## src/rtl/pio_pkg.sv

```systemverilog
// Action codes shared by the PIO block, its command sequencer and the benches,
// plus the sequencer FSM state encoding.
package pio_pkg;

    localparam logic [3:0] OP_NONE  = 4'd0;
    localparam logic [3:0] OP_INSTR = 4'd1;
    localparam logic [3:0] OP_PEND  = 4'd2;
    localparam logic [3:0] OP_PULL  = 4'd3;
    localparam logic [3:0] OP_PUSH  = 4'd4;
    localparam logic [3:0] OP_GRPS  = 4'd5;
    localparam logic [3:0] OP_EN    = 4'd6;
    localparam logic [3:0] OP_DIV   = 4'd7;
    localparam logic [3:0] OP_SIDES = 4'd8;
    localparam logic [3:0] OP_IMM   = 4'd9;
    localparam logic [3:0] OP_SHIFT = 4'd10;

    typedef enum logic [2:0] {
        ST_IDLE,
        ST_WAIT,
        ST_ISSUE,
        ST_HOLD,
        ST_CAPT,
        ST_RESP
    } seq_state_e;

endpackage

```

## src/rtl/pio_cmd_seq.sv

```systemverilog
// Turns host commands into timed PIO bus actions, one command in flight, one response each.
// PUSH/PULL stall on the target FIFO flag up to WAIT_MAX cycles; cmd_ready only in IDLE.
module pio_cmd_seq
    import pio_pkg::*;
#(
    parameter int IMM_HOLD = 3,
    parameter int WAIT_MAX = 1024
) (
    input  logic        clk,
    input  logic        reset_n,
    input  logic        cmd_valid,
    output logic        cmd_ready,
    input  logic [3:0]  cmd_op,
    input  logic [1:0]  cmd_mindex,
    input  logic [4:0]  cmd_index,
    input  logic [31:0] cmd_data,
    output logic        rsp_valid,
    input  logic        rsp_ready,
    output logic [31:0] rsp_data,
    output logic        rsp_err,
    output logic [5:0]  action,
    output logic [4:0]  index,
    output logic [1:0]  mindex,
    output logic [31:0] din,
    input  logic [31:0] dout,
    input  logic [3:0]  tx_full,
    input  logic [3:0]  rx_empty
);

    seq_state_e  state_q, state_d;
    logic [15:0] cnt_q, cnt_d;
    logic [16:0] cnt_inc;
    logic        err_d, gate, accept;
    logic [3:0]  iss_op;
    logic [4:0]  iss_index;
    logic [1:0]  iss_mindex;
    logic [31:0] iss_data;

    logic [3:0]  cmd_op_q;
    logic [1:0]  cmd_mindex_q;
    logic [4:0]  cmd_index_q;
    logic [31:0] cmd_data_q;

    logic        cmd_ready_q, rsp_valid_q, rsp_err_q;
    logic [31:0] rsp_data_q, din_q;
    logic [5:0]  action_q;
    logic [4:0]  index_q;
    logic [1:0]  mindex_q;

    assign accept     = cmd_valid && cmd_ready_q;
    assign cnt_inc    = {1'b0, cnt_q} + 17'd1;
    assign gate       = (cmd_op_q == OP_PUSH) ? tx_full[cmd_mindex_q] : rx_empty[cmd_mindex_q];

    // A command leaving IDLE straight into ISSUE is not latched yet, so take it from the port.
    assign iss_op     = (state_q == ST_IDLE) ? cmd_op     : cmd_op_q;
    assign iss_index  = (state_q == ST_IDLE) ? cmd_index  : cmd_index_q;
    assign iss_mindex = (state_q == ST_IDLE) ? cmd_mindex : cmd_mindex_q;
    assign iss_data   = (state_q == ST_IDLE) ? cmd_data   : cmd_data_q;

    always_comb begin
        state_d = state_q;
        cnt_d   = cnt_q;
        err_d   = rsp_err_q;
        case (state_q)
            ST_IDLE: begin
                if (accept) begin
                    cnt_d = '0;
                    err_d = 1'b0;
                    if (cmd_op > OP_SHIFT) begin
                        state_d = ST_RESP;
                        err_d   = 1'b1;
                    end else if (cmd_op == OP_NONE) begin
                        state_d = ST_RESP;
                    end else if (cmd_op == OP_PUSH || cmd_op == OP_PULL) begin
                        state_d = ST_WAIT;
                    end else begin
                        state_d = ST_ISSUE;
                    end
                end
            end
            ST_WAIT: begin
                if (!gate) begin
                    state_d = ST_ISSUE;
                end else if (cnt_inc >= 17'(WAIT_MAX)) begin
                    state_d = ST_RESP;
                    err_d   = 1'b1;
                end else begin
                    cnt_d = cnt_inc[15:0];
                end
            end
            ST_ISSUE: begin
                // The counter tracks bus cycles already spent, ISSUE being the first.
                if (cmd_op_q == OP_IMM && IMM_HOLD > 1) begin
                    state_d = ST_HOLD;
                    cnt_d   = 16'd1;
                end else if (cmd_op_q == OP_PULL) begin
                    state_d = ST_CAPT;
                end else begin
                    state_d = ST_RESP;
                end
            end
            ST_HOLD: begin
                if (cnt_inc >= 17'(IMM_HOLD)) begin
                    state_d = ST_RESP;
                end else begin
                    cnt_d = cnt_inc[15:0];
                end
            end
            ST_CAPT: state_d = ST_RESP;
            ST_RESP: begin
                if (rsp_ready) begin
                    state_d = ST_IDLE;
                end
            end
            default: state_d = ST_IDLE;
        endcase
    end

    always_ff @(posedge clk or negedge reset_n) begin
        if (!reset_n) begin
            state_q      <= ST_IDLE;
            cnt_q        <= '0;
            cmd_op_q     <= OP_NONE;
            cmd_mindex_q <= '0;
            cmd_index_q  <= '0;
            cmd_data_q   <= '0;
            cmd_ready_q  <= 1'b1;
            rsp_valid_q  <= 1'b0;
            rsp_err_q    <= 1'b0;
            rsp_data_q   <= '0;
            action_q     <= '0;
            index_q      <= '0;
            mindex_q     <= '0;
            din_q        <= '0;
        end else begin
            state_q     <= state_d;
            cnt_q       <= cnt_d;
            rsp_err_q   <= err_d;
            cmd_ready_q <= (state_d == ST_IDLE);
            rsp_valid_q <= (state_d == ST_RESP);
            if (accept) begin
                cmd_op_q     <= cmd_op;
                cmd_mindex_q <= cmd_mindex;
                cmd_index_q  <= cmd_index;
                cmd_data_q   <= cmd_data;
                rsp_data_q   <= '0;
            end
            if (state_q == ST_CAPT) begin
                rsp_data_q <= dout;
            end
            action_q <= (state_d == ST_ISSUE || state_d == ST_HOLD) ? {2'b00, iss_op} : 6'd0;
            if (state_d == ST_ISSUE) begin
                index_q  <= iss_index;
                mindex_q <= iss_mindex;
                din_q    <= iss_data;
            end
        end
    end

    assign cmd_ready = cmd_ready_q;
    assign rsp_valid = rsp_valid_q;
    assign rsp_data  = rsp_data_q;
    assign rsp_err   = rsp_err_q;
    assign action    = action_q;
    assign index     = index_q;
    assign mindex    = mindex_q;
    assign din       = din_q;

endmodule

```

## config.mk

```make
export PLATFORM = sky130hd
export DESIGN_NAME = pio_cmd_seq
export DESIGN_NICKNAME = d
export VERILOG_FILES = /design/src/rtl/pio_pkg.sv /design/src/rtl/pio_cmd_seq.sv
export SDC_FILE = /design/constraint.sdc
export NUM_CORES = 1
export LEC_CHECK = 0
export ABC_AREA = 1
export BUFFER_PORTS_ARGS = -buffer_cell sky130_fd_sc_hd__buf_2
export CELL_PAD_IN_SITES_DETAIL_PLACEMENT = 0
export CELL_PAD_IN_SITES_GLOBAL_PLACEMENT = 1
export CORE_MARGIN = 1.5
export CORE_UTILIZATION = 36
export DETAILED_ROUTE_END_ITERATION = 7
export PLACE_DENSITY = 0.78
export SYNTH_ARGS = -nofsm -noshare
export SYNTH_HDL_FRONTEND = slang
export SYNTH_SLANG_ARGS = --single-unit
```

## constraint.sdc

```tcl
create_clock -name clk -period 1.8 [get_ports clk]
set_input_delay 0.36 -clock clk [delete_from_list [all_inputs] [get_ports clk]]
set_output_delay 0.36 -clock clk [all_outputs]
set_load 0.02 [all_outputs]
```

Word level (Yosys, flattened, before mapping)
Cells that the tools add are included.

cells by class
  eq/ne operators = 19
  reductions and logical operators = 11
  multiplexer cells = 34
  add/sub/neg operators = 1
  $lt $le $gt $ge = 4

operator list
  cell                   count
  $mux 32                3
  $mux 16                5
  $pmux 16 s4            1
  $mux 3                 8
  $pmux 3 s6             1
  $add 16x1->17 const B  1
  $ge 17x11->1 const B   1
  $ge 17x2->1 const B    1
  $eq 3x2->1 const B     4
  $ne 2x2->1 const B     6
  $eq 3x3->1 const B     3
  $eq 4x2->1 const B     2
  $eq 4x3->1 const B     2
  $mux 1                 8
  $mux 4                 2
  $logic_not 3->1        2
  $reduce_and 6->1       1
  $mux 5                 1
  $bmux 1 s2             2
  $eq 4x4->1 const B     1
  $gt 4x4->1 const B     1
  $logic_not 4->1        1
  $mux 2                 2
  $reduce_and 4->1       1
  other kinds (7)        9

word-level totals
  input port bits = 87
  flip-flop bits (word level) = 140
  logic and storage cells = 83

Longest topological paths before layout
Gate-level depths: netlist of run 1.

  depth in word-level cells = 10
  depth in mapped cells = 15
  mapped depth without buffers = 14

Worst setup path before layout of run 1
No wires, ideal clock.

  path type = register to register
  start = register cnt_q[0]
  end = register cnt_q[4]
  slack = -150 ps
  library setup time = 117 ps
  arrival time = 1833 ps
  buffers on the path = 1
  clock period less this slack = 1950 ps
  cell stages (with the launch flop) = 16
  data required time = 1683 ps
  cell sequence = dfrtp_1 ha_1 nand3_2 nor2_4 nand2_1 nand2_1 nand2_1 nor2_1 nand2_1 nor2_1 nand3_1 nand2_2 nand3_4 buf_6 nand2_1 nand2_1

on the way
  word-level cells in the longest chain between the ends = 4

RTL lines
  item                                                                     line                RTL
  from (decl)                                                              pio_cmd_seq.sv:31   logic [15:0] cnt_q, cnt_d;
  from (signal assigned)                                                   pio_cmd_seq.sv:137  cnt_q <= cnt_d;
  $add 16x1->17 *                                                          pio_cmd_seq.sv:51   assign cnt_inc = {1'b0, cnt_q} + 17'd1;
  $ge 17x2->1 (tied with other cells)                                      pio_cmd_seq.sv:103  if (cnt_inc >= 17'(IMM_HOLD)) begin
  $ne 2x2->1 (no source line) / $mux 16 (equally long branches)            -
  $reduce_and 6->1 (no source line) / $pmux 16 s4 (equally long branches)  -

Mark *: on every way between the ends. The rest lies on a longest branch, timed or not. The select of a mux whose other input is x is not followed.
A chain may end at the register's enable or synchronous reset.

Worst setup path after layout of run 1
  start = register cnt_q[1]
  end = register cnt_q[3]

Same word-level chain as after synthesis.

==> results of run 1 <==
-- logic make-up after synthesis --
kind of cell	share of synthesized area (%)
AND/OR/NAND/NOR	27.6
flip-flops	53.0
buffers and inverters	5.81
AO/OA/AOI/OAI	6.57
multiplexers	6.47
adder cells (fa/ha/maj)	0.379
other	0.0567
XOR/XNOR	0.133
-- layer usage --
metal | vias up | share of wire, % | routed length, um
li1 | 3015 | - | -
met2 | 167 | 49 | 9550
met3 | 31 | 6.1 | 1190
met4 | 0 | 2.0 | 396
met1 | 2998 | 43 | 8410
met5 | - | 0 | 0
-- registers in the layout (all words and copies together) (netlist names) --
register,cells
cnt_q,16
cmd_index_q,5
index,5
rsp_valid,1
action,4
din,32
cmd_ready,1
rsp_data,32
cmd_op_q,4
cmd_data_q,32
cmd_mindex_q,2
state_q,3
rsp_err,1
mindex,2
-- per-stage QoR --
| step | hold slack (ns) | instances |
|---|---|---|
| 5_1_grt | 0.163 | 1232 |
| 3_5_place_dp | 0.254 | 1178 |
| 2_1_floorplan | 0.0644 | 758 |
| 6_report | 0.165 | 1234 |
| 4_1_cts | 0.145 | 1217 |
| 3_3_place_gp | 0.253 | 1178 |
-- worst max-delay path: cells and delay by family, from the launching register on --
family,cells,cell delay (ns)
simple gates,9,1.10
flops,1,0.40
compound gates,1,0.26
fa+ha+maj,1,0.17
buf+inv,1,0.08
-- cell usage after synthesis, drive strengths merged, types with 2 or more instances --
cell,number
a21oi,14
a31oi,39
buf,17
clkbuf,30
dfrtp,139
ha,2
inv,45
mux2,38
nand2,173
nand3,128
nand3b,2
nand4,20
nor2,79
nor3,3
nor4,2
o21ai,17
o21bai,2
-- power by group through the flow --
stage	clock, mW	sequential, mW	combinational, mW
finish	3.66	5.36	8.61
global route	3.87	5.55	9.40
CTS	3.75	5.34	7.77
detailed placement	0	5.36	7.32
global placement	0	5.32	7.27
floorplan	0	6.32	3.77
-- worst paths after layout --
check	depth (start not counted)	slack (ns)	to
worst max-delay path	12	-0.31	cnt_q[3]
worst min-delay path	3	0.16	rsp_data[23]
worst max register to register	12	-0.31	cnt_q[3]
worst min register to register	2	0.49	cmd_op_q[0]
max in group asynchronous	3	0.82	rsp_data[17]
min in group asynchronous	2	0.38	din[12]
-- repair_timing --
item	4_1_cts	5_1_grt
pin swaps	16	28
hold buffers	1	0
setup endpoints to repair	36	64
resized for setup	28	69
gates cloned	3	7
hold endpoints to repair	22	0
buffers inserted	3	5
-- final cells by class --
type / instances / area share, %
Clock buffer: 20 / 4.97
Sequential cell: 140 / 37.4
Inverter: 46 / 1.87
Timing Repair Buffer: 255 / 18.5
Clock inverter: 12 / 1.59
Tap cell: 229 / 3.05
Antenna cell: 5 / 0.133
Multi-Input combinational cell: 527 / 32.4
==> out/summary.txt, run 1 <==
P_int -> 10.2 mW
hpwl dp -> 12.2 mm
fin. max-slew vios -> 0
RSZ-0062 raised after global routing -> yes
die width -> 139 um
Final Skew -> 0.0107 ns
CP Max Fanout -> 8
static leakage -> 4.66 nW
post-synthesis cell count -> 757
Ports -> 167
Critical Path AT -> 2.42 ns
met1 usage in global routing -> 25.7%
Crit Path Category -> reg -> reg
CP max-delay cell -> dfrtp_2
Setup WS post-layout -> -0.310 ns
synthesis-stage register bit count -> 140
share of the yosys chip area belonging to registers -> 53.0%
fin nets -> 1076
iteration count of the initial detailed-routing pass -> 5
crit path launch type -> flop
initial drt markers -> 325
clock share of power -> 20.7%
area taken by multi-input logic gates -> 3040 um2
Pwr Density -> 1880 nW/um2
Worst setup startpoint -> cnt_q[1]
GR Overflow Total -> 0
root buffer cell -> clkbuf_16
clock buffer depth -> 2
FP Rows -> 49
core area -> 18000 um2
Worst Path Required -> 2.10 ns
most frequent cells in the layout -> buf_2 (163), nand2_1 (149), dfrtp_1 (134)
power share of the sequential group -> 30.4%
DR vias/cell -> 5.03
post-route ant nets -> 0
H-Tree Depth -> 4
post-layout total power -> 17.6 mW
dpl ws -> -0.345 ns
Comb pwr share -> 48.9%
status -> finished, violations left
CTS tree -> built
share of cells above drive strength 1 -> 41.4%
TritonCTS sink count -> 140
Post-synth EDFFs -> 0
clock latency on the worst-skew pair -> 0.42 ns
Critical Path Most Common Cell -> nand3_4
vias in the first global route -> 5996
Tcrit/Tclk final -> 117%
wire length per cell -> 15.8 um
worst min path class -> in -> reg
area leader, netlist -> dfrtp_1
crit end category -> flop
overall die height -> 139 um
yosys warns -> 0
register clock-pin slew on the reported worst setup and hold paths -> 0.07 ns
drt total wl -> 19.5 mm
Finished Cell Area -> 9380 um2
fill cell count -> 1681
violated checks -> setup timing
commonest non-fill, non-tap cell in the layout -> buf_2
antenna violations before repair -> 5
Tmin final -> 2.11 ns
Reg2Reg Launch Point -> cnt_q[1]
die area -> 19200 um2
synth top area cells -> dfrtp_1 (53%), nand2_1 (9.7%), nand3_1 (9.5%), mux2_2 (6.5%), nor2_1 (4.3%)
share of the synthesized area in the top cell type -> 52.6%
Syn Area/Cell -> 8.73 um2
register area -> 3510 um2
crit-path cells -> ha_4, nand3_4, nor2_4, nand3_2, nand2_2, nand3_2, inv_2, nand3_4, a21oi_4, nand3_4, nand2_1, nand2_1
GRT Total Usage -> 19.9%
maxcap violations -> 0
met3 usage -> 5.54%
Num CTS Buffers -> 17
pin count of the biggest net entering global routing -> 49
Layout area overhead -> 41.9%
Area after DPL -> 8180 um2
Post-Syn Area -> 6610 um2
DRC violations left -> 0
# port buffers -> 164
Setup-failing EPs final -> 25
met2 Track Usage GR -> 32.1%
NetSw -> 7.39 mW
CP max stage delay -> 0.40 ns
Initial Utilization -> 36.8%
FFs w/ async S/R, synth -> 100%
Final Wtd Congestion -> 0.811
sw frac -> 41.9%
ys flop type -> dfrtp_1
Peak VDD IR -> 0.000954 V
Vias -> 6211
first-pass GRT wire length -> 30.9 mm
post-layout util -> 52.2%
final count of hold timing violations -> 0
busiest grt layer -> met2
min-delay src -> dout[23]
f_max -> 0.474 GHz
synth unique cells -> 35
setup TNS -> -6.42 ns
Power figures use the tool's default switching activity.
==> run 2: changes to the inputs <==
--- a/config.mk
+++ b/config.mk
@@ -10,9 +10,9 @@
 export CELL_PAD_IN_SITES_DETAIL_PLACEMENT = 0
 export CELL_PAD_IN_SITES_GLOBAL_PLACEMENT = 1
 export CORE_MARGIN = 1.5
-export CORE_UTILIZATION = 36
+export CORE_UTILIZATION = 39
 export DETAILED_ROUTE_END_ITERATION = 7
-export PLACE_DENSITY = 0.78
+export PLACE_DENSITY = 0.8
 export SYNTH_ARGS = -nofsm -noshare
 export SYNTH_HDL_FRONTEND = slang
 export SYNTH_SLANG_ARGS = --single-unit
==> constraint.sdc (replaced) <==
create_clock -name clk -period 2.4 [get_ports clk]
set_input_delay 0.48 -clock clk [delete_from_list [all_inputs] [get_ports clk]]
set_output_delay 0.48 -clock clk [all_outputs]
set_load 0.02 [all_outputs]
==> out/summary.txt, run 2 (synthesis results as in run 1) <==
status -> finished, violations left
violated checks -> hold timing
Num CTS Buffers -> 17 (unchanged)
Crit Path Category -> reg -> reg
Peak VDD IR -> 0.000653 V (-32%)
crit-path cells -> ha_2, nand3_2, nor2_4, nand3_1, nand2_1, nand2_1, nor2_1, nand3_2, a21oi_4, nand3_4, nand2_1, nand2_1
register clock-pin slew on the reported worst setup and hold paths -> 0.06 ns (about the same)
pin count of the biggest net entering global routing -> 79 (+61%)
Tmin final -> 2.20 ns (+0.0923 ns)
GR Overflow Total -> 0 (unchanged)
Vias -> 5711 (-8.1%)
initial drt markers -> 321 (-1.2%)
clock latency on the worst-skew pair -> 0.43 ns (about the same)
wire length per cell -> 15.1 um (-4.4%)
CP max-delay cell -> dfrtp_1
Finished Cell Area -> 8350 um2 (-11%)
Tcrit/Tclk final -> 91.8% (-25 points)
DR vias/cell -> 4.99 (-0.90%)
Setup-failing EPs final -> 0 (-100%)
antenna violations before repair -> 2 (-3)
fill cell count -> 1612 (-4.1%)
met1 usage in global routing -> 27.2% (+1.5 points)
worst min path class -> in -> async
share of cells above drive strength 1 -> 29.8% (-12 points)
hpwl dp -> 11.6 mm (-5.5%)
Worst Path Required -> 2.71 ns (+0.61 ns)
static leakage -> 4.19 nW (-10%)
GRT Total Usage -> 20.1% (+0.20 points)
Critical Path AT -> 2.51 ns (+0.09 ns)
most frequent cells in the layout -> nand2_1 (167), buf_2 (163), dfrtp_1 (138)
maxcap violations -> 0 (unchanged)
CP top delay family -> simple AND/OR/NAND/NOR gates
WP buf/inv -> 0 (-1)
commonest non-fill, non-tap cell in the layout -> nand2_1
crit end category -> flop
clock buffer depth -> 2 (unchanged)
Final Wtd Congestion -> 0.800 (-1.4%)
CTS tree -> built
Layout area overhead -> 26.3%
WP depth -> 12 (unchanged)
vias in the first global route -> 5486 (-8.5%)
# port buffers -> 164 (unchanged)
final count of hold timing violations -> 8 (+8)
die width -> 133 um (-3.8%)
f_max -> 0.454 GHz (-4.2%)
CP max stage delay -> 0.40 ns (about the same)
DRC violations left -> 0 (unchanged)
H-Tree Depth -> 4 (unchanged)
drt total wl -> 17.3 mm (-11%)
fin. max-slew vios -> 0 (unchanged)
FP Rows -> 47 (-4.1%)
core area -> 16600 um2 (-7.7%)
Pwr Density -> 1430 nW/um2 (-24%)
Slew headroom -> 62.9%
root buffer cell -> clkbuf_16
first-pass GRT wire length -> 28.1 mm (-9.0%)
Area after DPL -> 7690 um2 (-6.0%)
met3 usage -> 6.20% (+0.66 points)
Reg2Reg Depth -> 12 (unchanged)
Final Skew -> 0.00678 ns (-0.00397 ns)
die area -> 17700 um2 (-7.5%)
hold_ws -> -0.0167 ns (-0.182 ns)
iteration count of the initial detailed-routing pass -> 7 (+2)
CP Max Fanout -> 8 (unchanged)
Ports -> 167 (unchanged)
crit path launch type -> flop
fin nets -> 1002 (-6.9%)
overall die height -> 133 um (-3.8%)
busiest grt layer -> met2
Initial Utilization -> 39.9% (+3.1 points)
Critical Path Most Common Cell -> nand2_1
TritonCTS sink count -> 140 (unchanged)
met2 Track Usage GR -> 30.1% (-2.0 points)
post-route ant nets -> 0 (unchanged)
Hold-fix buffers, CTS -> 0 (-1)
worst-margin pin slew -> 0.556 ns
[run 2: layer usage]
layer,vias to the layer above,share of wire (%),wire (um)
met5,-,0.058,10
met4,2,2.2,384
met3,26,6.1,1070
met2,151,45,7830
met1,2684,46,8040
li1,2848,-,-
[run 2: layout make-up]
cell class | count | area (um2) | area share, %
diodes | 1 | 2.50 | 0.0300
clock buffers | 19 | 453 | 5.43
clock inverters | 11 | 165 | 1.98
inverters | 46 | 173 | 2.07
multi-input cells | 526 | 2770 | 33.2
flip-flops and latches | 140 | 3510 | 42.0
well taps | 220 | 275 | 3.30
repair buffers | 182 | 1000 | 12.0
[run 2: through the flow]
step | util (%) | power [mW] | setup TNS [ns] | setup slack, ns | cells
after floorplan | - | 7.56 | 0 | 0.450 | 758
after global placement | 46.4 | 9.09 | 0 | 0.236 | 1112
after detailed placement | 46.4 | 9.17 | 0 | 0.197 | 1112
after CTS | 50.1 | 12.0 | 0 | 0.175 | 1142
after global routing | 50.3 | 12.8 | -0.00659 | -0.00659 | 1145
final | 50.3 | 12.0 | 0 | 0.198 | 1145
[run 2: what timing repair did]
action | 4_1_cts | 5_1_grt
setup endpoints to repair | 0 | 18
hold endpoints to repair | 0 | 0
setup buffers | 0 | 1
gates resized for setup | 0 | 5
[run 2: report_power, final]
part           switching (mW)  total [mW]  internal [mW]
clock network            1.02        2.80           1.78
logic                    3.31        5.14           1.82
registers               0.577        4.02           3.44
[run 2: worst reg2reg max path, delay by kind of cell (launching register included)]
| kind | cells | cell delay [ns] |
|---|---|---|
| AO/OA/AOI/OAI | 1 | 0.29 |
| adder cells (fa/ha/maj) | 1 | 0.23 |
| flip-flops | 1 | 0.40 |
| AND/OR/NAND/NOR | 10 | 1.16 |
[run 2: final timing paths]
check / slack, ns / endpoint / start
min reg2reg: 0.49 / cmd_op_q[0] / cmd_op_q[0]
max reg2reg: 0.20 / cnt_q[8] / cnt_q[1]
min: -0.02 / din[3] / reset_n
max: 0.20 / cnt_q[8] / cnt_q[1]
max in group asynchronous: 1.73 / cmd_ready / reset_n
min in group clk: 0.28 / rsp_data[13] / dout[13]
